`config.mk`:
```
export PLATFORM = sky130hd
export DESIGN_NAME = io_port
export DESIGN_NICKNAME = d
export VERILOG_FILES = /design/src/rtl/io_port_pkg.sv /design/src/rtl/io_port_fifo.sv /design/src/rtl/io_port.sv
export SDC_FILE = /design/constraint.sdc
export NUM_CORES = 1
export LEC_CHECK = 0
export CAP_MARGIN = 30
export CORE_MARGIN = 5
export CORE_UTILIZATION = 40
export DETAILED_ROUTE_END_ITERATION = 12
export HOLD_SLACK_MARGIN = 0.15
export PLACE_DENSITY = 0.66
export SLEW_MARGIN = 5
export SYNTH_ARGS = -nofsm -noshare
export SYNTH_HDL_FRONTEND = slang
export SYNTH_SLANG_ARGS = --single-unit
```
`constraint.sdc`:
```
create_clock -name clk -period 3.4 [get_ports clk]
set_input_delay 0.85 -clock clk [delete_from_list [all_inputs] [get_ports clk]]
set_output_delay 0.85 -clock clk [all_outputs]
set_load 0.1 [all_outputs]
```
`src/rtl/io_port_pkg.sv`:
```
// Shared constants for io_port: register offsets and STATUS/CTRL bit positions.
package io_port_pkg;

  typedef enum logic [1:0] {
    IO_OFS_DATA   = 2'd0,
    IO_OFS_STATUS = 2'd1,
    IO_OFS_CTRL   = 2'd2
  } io_ofs_e;

  localparam int unsigned ST_TX_FULL  = 0;
  localparam int unsigned ST_TX_EMPTY = 1;
  localparam int unsigned ST_RX_FULL  = 2;
  localparam int unsigned ST_RX_EMPTY = 3;
  localparam int unsigned ST_WR_OVF   = 4;
  localparam int unsigned ST_RD_UNF   = 5;
  localparam int unsigned ST_TX_CNT   = 8;

  localparam int unsigned CT_TX_EN     = 0;
  localparam int unsigned CT_RX_CLR    = 1;
  localparam int unsigned CT_FLAG_CLR  = 2;
  localparam int unsigned CT_RX_IRQ_EN = 3;
  localparam int unsigned CT_TX_IRQ_EN = 4;

endpackage

```
`src/rtl/io_port_fifo.sv`:
```
// Synchronous FIFO for io_port; a pop on a full FIFO frees the slot for a same-cycle push.
module io_fifo #(
  parameter int unsigned word_width = 16,
  parameter int unsigned PTR_W      = 2,
  parameter int unsigned FIFO_DEPTH = 4
) (
  input  logic                  clk,
  input  logic                  rst,
  input  logic                  push,
  input  logic                  pop,
  input  logic                  clr,
  input  logic [word_width-1:0] din,
  output logic [word_width-1:0] head,
  output logic                  full,
  output logic                  empty,
  output logic [PTR_W:0]        count
);

  logic [word_width-1:0] mem [FIFO_DEPTH];
  logic [PTR_W-1:0]      wr_ptr;
  logic [PTR_W-1:0]      rd_ptr;
  logic                  do_push;
  logic                  do_pop;

  assign empty   = (count == '0);
  assign full    = (count == (PTR_W+1)'(FIFO_DEPTH));
  assign do_pop  = pop & ~empty;
  assign do_push = push & (~full | do_pop);
  assign head    = mem[rd_ptr];

  // Storage carries no reset; head is only meaningful while non-empty.
  always_ff @(posedge clk) begin
    if (do_push && !clr) mem[wr_ptr] <= din;
  end

  always_ff @(posedge clk or negedge rst) begin
    if (!rst) begin
      wr_ptr <= '0;
      rd_ptr <= '0;
      count  <= '0;
    end else if (clr) begin
      wr_ptr <= '0;
      rd_ptr <= '0;
      count  <= '0;
    end else begin
      if (do_push) wr_ptr <= wr_ptr + 1'b1;
      if (do_pop)  rd_ptr <= rd_ptr + 1'b1;
      if (do_push != do_pop) count <= do_push ? count + 1'b1 : count - 1'b1;
    end
  end

endmodule

```
`src/rtl/io_port.sv`:
```
// Bus-slave I/O port: DATA/STATUS/CTRL at IO_BASE..IO_BASE+2 fronting a TX and an RX FIFO.
// Define IO_PORT_IRQ_EN to add the registered irq output and the CTRL irq enables.
module io_port
  import io_port_pkg::*;
#(
  parameter int unsigned           word_width = 16,
  parameter logic [word_width-1:0] IO_BASE    = 16'hFF00,
  parameter int unsigned           FIFO_DEPTH = 4,
  parameter int unsigned           PTR_W      = 2
) (
  input  logic                  clk,
  input  logic                  rst,
  input  logic [word_width-1:0] addr,
  input  logic [word_width-1:0] bus_in,
  output logic [word_width-1:0] bus_out,
  input  logic                  io_oe,
  input  logic                  io_we,
  output logic [word_width-1:0] tx_data,
  output logic                  tx_valid,
  input  logic                  tx_ready,
  input  logic [word_width-1:0] rx_data,
  input  logic                  rx_valid,
  output logic                  rx_ready
`ifdef IO_PORT_IRQ_EN
  ,
  output logic                  irq
`endif
);

`ifdef IO_PORT_IRQ_EN
  localparam logic [word_width-1:0] CTRL_MASK = word_width'(5'h19);
`else
  localparam logic [word_width-1:0] CTRL_MASK = word_width'(5'h01);
`endif

  logic [word_width-1:0] ofs;
  io_ofs_e               sel;
  logic                  hit, rd_acc, wr_acc;
  logic [word_width-1:0] ctrl;
  logic                  wr_ovf, rd_unf;
  logic [word_width-1:0] status;

  logic                  tx_push, tx_pop, tx_full, tx_empty;
  logic [PTR_W:0]        tx_cnt;
  logic                  rx_push, rx_pop, rx_clr, rx_full, rx_empty;
  logic [word_width-1:0] rx_head;
  logic [PTR_W:0]        rx_cnt_unused;
  logic                  flag_clr;

  // Unsigned offset wraps for addresses below IO_BASE, so one compare covers both ends.
  assign ofs    = addr - IO_BASE;
  assign hit    = (io_oe | io_we) && (ofs < word_width'(3));
  assign sel    = io_ofs_e'(ofs[1:0]);
  assign wr_acc = hit & io_we;
  assign rd_acc = hit & io_oe & ~io_we;

  assign tx_push  = wr_acc && (sel == IO_OFS_DATA);
  assign tx_valid = ~tx_empty & ctrl[CT_TX_EN];
  assign tx_pop   = tx_valid & tx_ready;

  assign rx_pop   = rd_acc && (sel == IO_OFS_DATA) && !rx_empty;
  assign rx_ready = ~rx_full | rx_pop;
  assign rx_push  = rx_valid & rx_ready;
  assign rx_clr   = wr_acc && (sel == IO_OFS_CTRL) && bus_in[CT_RX_CLR];
  assign flag_clr = wr_acc && (sel == IO_OFS_CTRL) && bus_in[CT_FLAG_CLR];

  io_fifo #(.word_width(word_width), .PTR_W(PTR_W), .FIFO_DEPTH(FIFO_DEPTH)) u_tx_fifo (
    .clk   (clk),
    .rst   (rst),
    .push  (tx_push),
    .pop   (tx_pop),
    .clr   (1'b0),
    .din   (bus_in),
    .head  (tx_data),
    .full  (tx_full),
    .empty (tx_empty),
    .count (tx_cnt)
  );

  io_fifo #(.word_width(word_width), .PTR_W(PTR_W), .FIFO_DEPTH(FIFO_DEPTH)) u_rx_fifo (
    .clk   (clk),
    .rst   (rst),
    .push  (rx_push),
    .pop   (rx_pop),
    .clr   (rx_clr),
    .din   (rx_data),
    .head  (rx_head),
    .full  (rx_full),
    .empty (rx_empty),
    .count (rx_cnt_unused)
  );

  always_comb begin
    status                          = '0;
    status[ST_TX_CNT +: PTR_W+1]    = tx_cnt;
    status[ST_RD_UNF]               = rd_unf;
    status[ST_WR_OVF]               = wr_ovf;
    status[ST_RX_EMPTY]             = rx_empty;
    status[ST_RX_FULL]              = rx_full;
    status[ST_TX_EMPTY]             = tx_empty;
    status[ST_TX_FULL]              = tx_full;
  end

  // Zero-latency read mux; a combined read+write strobe is treated as a write only.
  always_comb begin
    bus_out = '0;
    if (rd_acc) begin
      case (sel)
        IO_OFS_DATA:   bus_out = rx_empty ? '0 : rx_head;
        IO_OFS_STATUS: bus_out = status;
        IO_OFS_CTRL:   bus_out = ctrl;
        default:       bus_out = '0;
      endcase
    end
  end

  always_ff @(posedge clk or negedge rst) begin
    if (!rst) begin
      ctrl   <= '0;
      wr_ovf <= 1'b0;
      rd_unf <= 1'b0;
    end else begin
      if (wr_acc && (sel == IO_OFS_CTRL)) ctrl <= bus_in & CTRL_MASK;
      if (flag_clr) begin
        wr_ovf <= 1'b0;
        rd_unf <= 1'b0;
      end else begin
        if (tx_push && tx_full && !tx_pop) wr_ovf <= 1'b1;
        if (rd_acc && (sel == IO_OFS_DATA) && rx_empty) rd_unf <= 1'b1;
      end
    end
  end

`ifdef IO_PORT_IRQ_EN
  always_ff @(posedge clk or negedge rst) begin
    if (!rst) irq <= 1'b0;
    else      irq <= (ctrl[CT_RX_IRQ_EN] & ~rx_empty) | (ctrl[CT_TX_IRQ_EN] & tx_empty);
  end
`endif

endmodule

```
### After elaboration in Yosys (flattened, before gate mapping)

Memory sizes are Yosys's and may differ from the RTL's.
Cells that the tools add are included.

| operators by class | value |
|---|---|
| mux-type cells | 19 |
| equal/unequal tests | 6 |
| reduce and logical (&&, ||, !) cells | 22 |
| bitwise logic cells | 19 |
| add/subtract/negate cells | 9 |
| $lt $le $gt $ge | 1 |

Operator list:

| cell | count |
|---|---|
| case mux 16 bit (3 select lines) | 1 |
| 2-to-1 mux 16 bit | 2 |
| less-than comparator 16 x 2 -> 1 bit, second input constant | 1 |
| subtractor 16 bit, second input constant | 1 |
| 2-to-1 mux 3 bit | 4 |
| logical AND 1 bit | 11 |
| AND 1 bit | 10 |
| nonzero test 2 bit | 5 |
| adder 2 x 1 -> 2 bit, second input constant | 4 |
| 2-to-1 mux 1 bit | 8 |
| 2-to-1 mux 2 bit | 4 |
| adder 3 x 1 -> 3 bit, second input constant | 2 |
| == test 3 bit, second input constant | 2 |
| logical NOT 3 bit | 2 |
| subtractor 3 x 1 -> 3 bit, second input constant | 2 |
| inverter 1 bit | 5 |
| bitwise OR 1 bit | 4 |
| logical NOT 1 bit | 3 |
| == test 2 x 1 -> 1 bit, second input constant | 1 |
| == test 2 bit, second input constant | 1 |
| logical NOT 2 bit | 1 |
| inequality test 1 bit | 2 |

| storage, ports and cells | value |
|---|---|
| output and inout port bits | 34 |
| word-level logic and storage cells | 87 |
| bits of input ports | 54 |
| bits in registers | 17 |
| memories | 2 |
| bits in writable memories | 128 |

Memory list:

| memory | words | width | read ports | clocked after Yosys merged registers in | wr ports | RTL line | text |
|---|---|---|---|---|---|---|---|
| u_rx_fifo.mem | 4 | 16 | 1 | 0 | 1 | io_port_fifo.sv:19 | `logic [word_width-1:0] mem [FIFO_DEPTH];` |
| u_tx_fifo.mem | 4 | 16 | 1 | 0 | 1 | io_port_fifo.sv:19 |  |

### Longest topological paths before layout

| logic depth | value |
|---|---|
| word-level depth | 13 |
| mapped depth | 9 |
| mapped depth without buffers | 9 |

### Modules after synthesis

A second synthesis with hierarchy kept.

| unflattened totals | value |
|---|---|
| cell total of the unflattened synthesis | 346 |
| area total of the unflattened synthesis | 6192.2 sq um |

By module, submodules not included:

| module | cells each | area each (sq um) | sequential area each (sq um) | instances |
|---|---|---|---|---|
| io_fifo | 145 | 2861.5 | 2097.0 | 2 |
| io_port | 56 | 469.2 | 75.1 | 1 |

### Worst setup path after synthesis

No wires, ideal clock.

| path | value |
|---|---|
| kind | in2out |
| start | in addr[6] |
| end | out bus_out[2] |
| data required time | 2550 ps |
| arrival time | 4116 ps |
| stages on the path | 6 |
| slack | -1566 ps |
| path buffers | 1 |
| path through | nand4bb_1 -> nor4b_1 -> and2_1 -> nand2b_1 -> clkbuf_1 -> nor3_1 |

| on the way | value |
|---|---|
| cells in the longest elaborated chain, start to end | 6 |

RTL lines:

| what | RTL line | text |
|---|---|---|
| from (decl) | io_port.sv:13 | `input logic [word_width-1:0] addr,` |
| subtractor 16 bit | io_port.sv:51 | `assign ofs = addr - IO_BASE;` |
| less-than comparator 16 x 2 -> 1 bit | io_port.sv:52 | `assign hit = (io_oe \| io_we) && (ofs < word_width'(3));` |
| logical AND 1 bit | io_port.sv:52 |  |
| AND 1 bit (2 in a row) | io_port.sv:55 | `assign rd_acc = hit & io_oe & ~io_we;` |
| 2-to-1 mux 16 bit | io_port.sv:107 | `if (rd_acc) begin` |
| to (decl) | io_port.sv:15 | `output logic [word_width-1:0] bus_out,` |

No other way between the ends.

### Worst setup path after layout

| path | value |
|---|---|
| start | in addr[5] |
| end | out bus_out[2] |

The elaborated chain is that of the path after synthesis.

==> results.json <==
{
  "ys_seq_area_share_pct": 71.34,
  "final_cell_mix": "edfxtp_1 (128), buf_12 (42), clkdlybuf4s50_1 (36)",
  "gp_congestion": 0.7934,
  "cp-start-kind": "input port",
  "pwr-share-clk_pct": 37.7,
  "antenna_found_initial": 0,
  "swShare_pct": 23.29,
  "drt-pass1-iter-count": 4,
  "path_clk_slew_ps": 60,
  "drt_iter0_markers": 191,
  "hold_depth": 2,
  "worst_slew_pin_slew_ps": 831.3,
  "relSlewSlack_pct": 44.58,
  "nNetsFinal": 523,
  "grt_max_degree": 18,
  "fin_setup_tns_ps": 0,
  "synth-edff-count": 128,
  "worstSkewPairLatency_ps": 410,
  "cp-end-kind": "primary output",
  "crit_fanout": 3,
  "std_cell_rows": 44,
  "worst_slack_ps": 75.03,
  "grt_pass1_wl_um": 19580,
  "outcome": "completed",
  "ys_seq_elements": 145,
  "die_h_um": 132.3,
  "finalNonFillerCells": 655,
  "post-route-period-util_pct": 97.79,
  "syn_avg_cell_area_um2": 18.59,
  "antenna_cells": 0,
  "hold_path_end": "rd_unf$_DFFE_PN0P_",
  "chipWidth_um": 132.3,
  "min_period_ps": 3325,
  "grtUsageTotal_pct": 14.66,
  "coreArea_mm2": 0.01459,
  "crit_path_start": "addr[5]",
  "r2r_cells": 8,
  "power_leakage_nw": 3.030,
  "clock_path_buffers": 2,
  "initial_core_util_pct": 41.02,
  "cts_num_sinks": 145,
  "finalHoldViolations": 0,
  "setup_viol": 0,
  "postRouteAntennaNets": 0,
  "r2r-start": "u_rx_fifo.count[0]$_DFFE_PN0P_",
  "die-area_mm2": 0.01751,
  "slew_violations": 0,
  "crit_type": "input port to primary output",
  "viasPerCell": 5.177,
  "synth.distinct_cells": 47,
  "ys.flop_type": "edfxtp_1",
  "cts_max_level": 4,
  "hp-start": "rd_unf$_DFFE_PN0P_",
  "cts_buffers": 17,
  "peakVddDrop_mv": 0.4785,
  "syn2layout_area_growth_pct": 42.32,
  "power_density_mw_per_mm2": 535.2,
  "seqPwrFrac_pct": 48.4,
  "r2r_end": "u_rx_fifo.count[2]$_DFFE_PN0P_",
  "ioPinCount": 88,
  "rsz0062_at_grt": "no",
  "wirelength_um": 12210,
  "rrSetupSlack_ps": 1040,
  "yosysWarningCount": 0,
  "fmax_mhz": 300.8,
  "cts_tree": "yes",
  "gr-total-overflow": 0,
  "syn_inst": 322,
  "placedCellCount": 618,
  "drive_gt1_share_pct": 35.03,
  "grt_pass1_vias": 3639,
  "internal_power_mw": 3.497,
  "combPwrFrac_pct": 13.8,
  "cts-root-buf": "clkbuf_16",
  "final_common_cell": "edfxtp_1",
  "vias": 3391,
  "cap_viol_max_count": 0,
  "hold_buffers": 0,
  "wire_per_inst_um": 18.64,
  "synth_area_mm2": 0.005984,
  "portBuffers": 87,
  "dp.final_hpwl_um": 8452,
  "hp-class": "flop to flop",
  "p_sw_mw": 1.061,
  "crit_required_ps": 2550,
  "synth_nets": 386,
  "skew_ps": 6.696,
  "async_flop_share_pct": 11.72,
  "dp_slack_ps": -316.7,
  "drc_errors": 0,
  "cp.arrival_ps": 2470
}
## logic make-up (layout without fill, tap and decap cells)
group / count (synthesis) / after routing / share of synthesized area [%]
adder cells (fa/ha/maj): 10 / 10 / 2.342
buffers and inverters: 17 / 166 / 1.129
AO/OA/AOI/OAI: 25 / 25 / 3.011
flip-flops: 145 / 145 / 71.34
AND/OR/NAND/NOR: 78 / 78 / 7.610
XOR/XNOR: 8 / 8 / 1.296
multiplexers: 39 / 39 / 13.28
## per-layer routing
| metal | share of wire, % | GRT usage [%] |
|---|---|---|
| met1 | 42 | 17.98 |
| met2 | 52 | 24.73 |
| met3 | 4.5 | 4.160 |
| met4 | 1.8 | 5.543 |
| met5 | 0 | 0 |
## layout make-up
type / instances / area (um2)
fillers: 1071 / 6072
well taps: 184 / 230.2
multi-input cells: 160 / 1833
inverters: 6 / 22.52
clock inverters: 13 / 121.4
repair buffers: 129 / 1612
clock buffers: 18 / 429.2
flip-flops and latches: 145 / 4269
## critical path, cell delays in order
cell           delay, ps
dlygate4sd2_1        240
nand4bb_4            240
nor4b_4              360
and2_4               220
nand2b_4              60
buf_6                130
nor3_4               170
buf_12               210
## worst max-delay path by stage
stage                                           to  cells past startpoint
global placement                       bus_out[12]                      7
floorplan                               bus_out[2]                      6
finish                                  bus_out[2]                      8
global route                            bus_out[2]                      8
CTS                                    bus_out[13]                      8
detailed placement  u_rx_fifo.count[2]$_DFFE_PN0P_                     10
## cells in the mapped netlist (all sizes together), types with 6 or more instances
cell | n | area (um2)
a22oi | 7 | 52.55
nand2 | 10 | 37.54
nor2 | 18 | 67.56
nor2b | 8 | 50.05
clkbuf | 6 | 22.52
and2 | 14 | 87.58
edfxtp | 128 | 3844
inv | 6 | 22.52
dfrtp | 17 | 425.4
ha | 8 | 100.1
mux4 | 32 | 720.7
## power groups by stage
| stage | clock (mW) | sequential, mW | combinational (mW) |
|---|---|---|---|
| after detailed placement | 0 | 2.24 | 0.648 |
| after floorplan | 0 | 2.22 | 0.335 |
| after global placement | 0 | 2.23 | 0.635 |
| final | 1.72 | 2.21 | 0.631 |
| after global routing | 1.83 | 2.23 | 0.689 |
| after CTS | 1.76 | 2.21 | 0.642 |
## registers in the layout, summed over array words and instances (netlist names)
signal / flops
ctrl: 1
rd_unf: 1
u_rx_fifo.count: 3
u_rx_fifo.mem: 64
u_rx_fifo.rd_ptr: 2
u_rx_fifo.wr_ptr: 2
u_tx_fifo.count: 3
u_tx_fifo.mem: 64
u_tx_fifo.rd_ptr: 2
u_tx_fifo.wr_ptr: 2
wr_ovf: 1
## through the flow
step / hold WS (ps) / area [um2] / power [mW] / util (%)
after floorplan: 492.0 / 6170 / 2.560 / -
after global placement: 533.9 / 7914 / 2.868 / 54.25
after detailed placement: 544.1 / 7914 / 2.891 / 54.25
after CTS: 562.0 / 8502 / 4.609 / 58.28
after global routing: 588.0 / 8517 / 4.748 / 58.38
final: 564.0 / 8517 / 4.558 / 58.38
## what timing repair did
item	in CTS	in global routing
buffers inserted	5	0
gates resized for setup	28	0
pin swaps	9	4
endpoints found under the setup margin	17	10
Power figures use the tool's default switching activity.
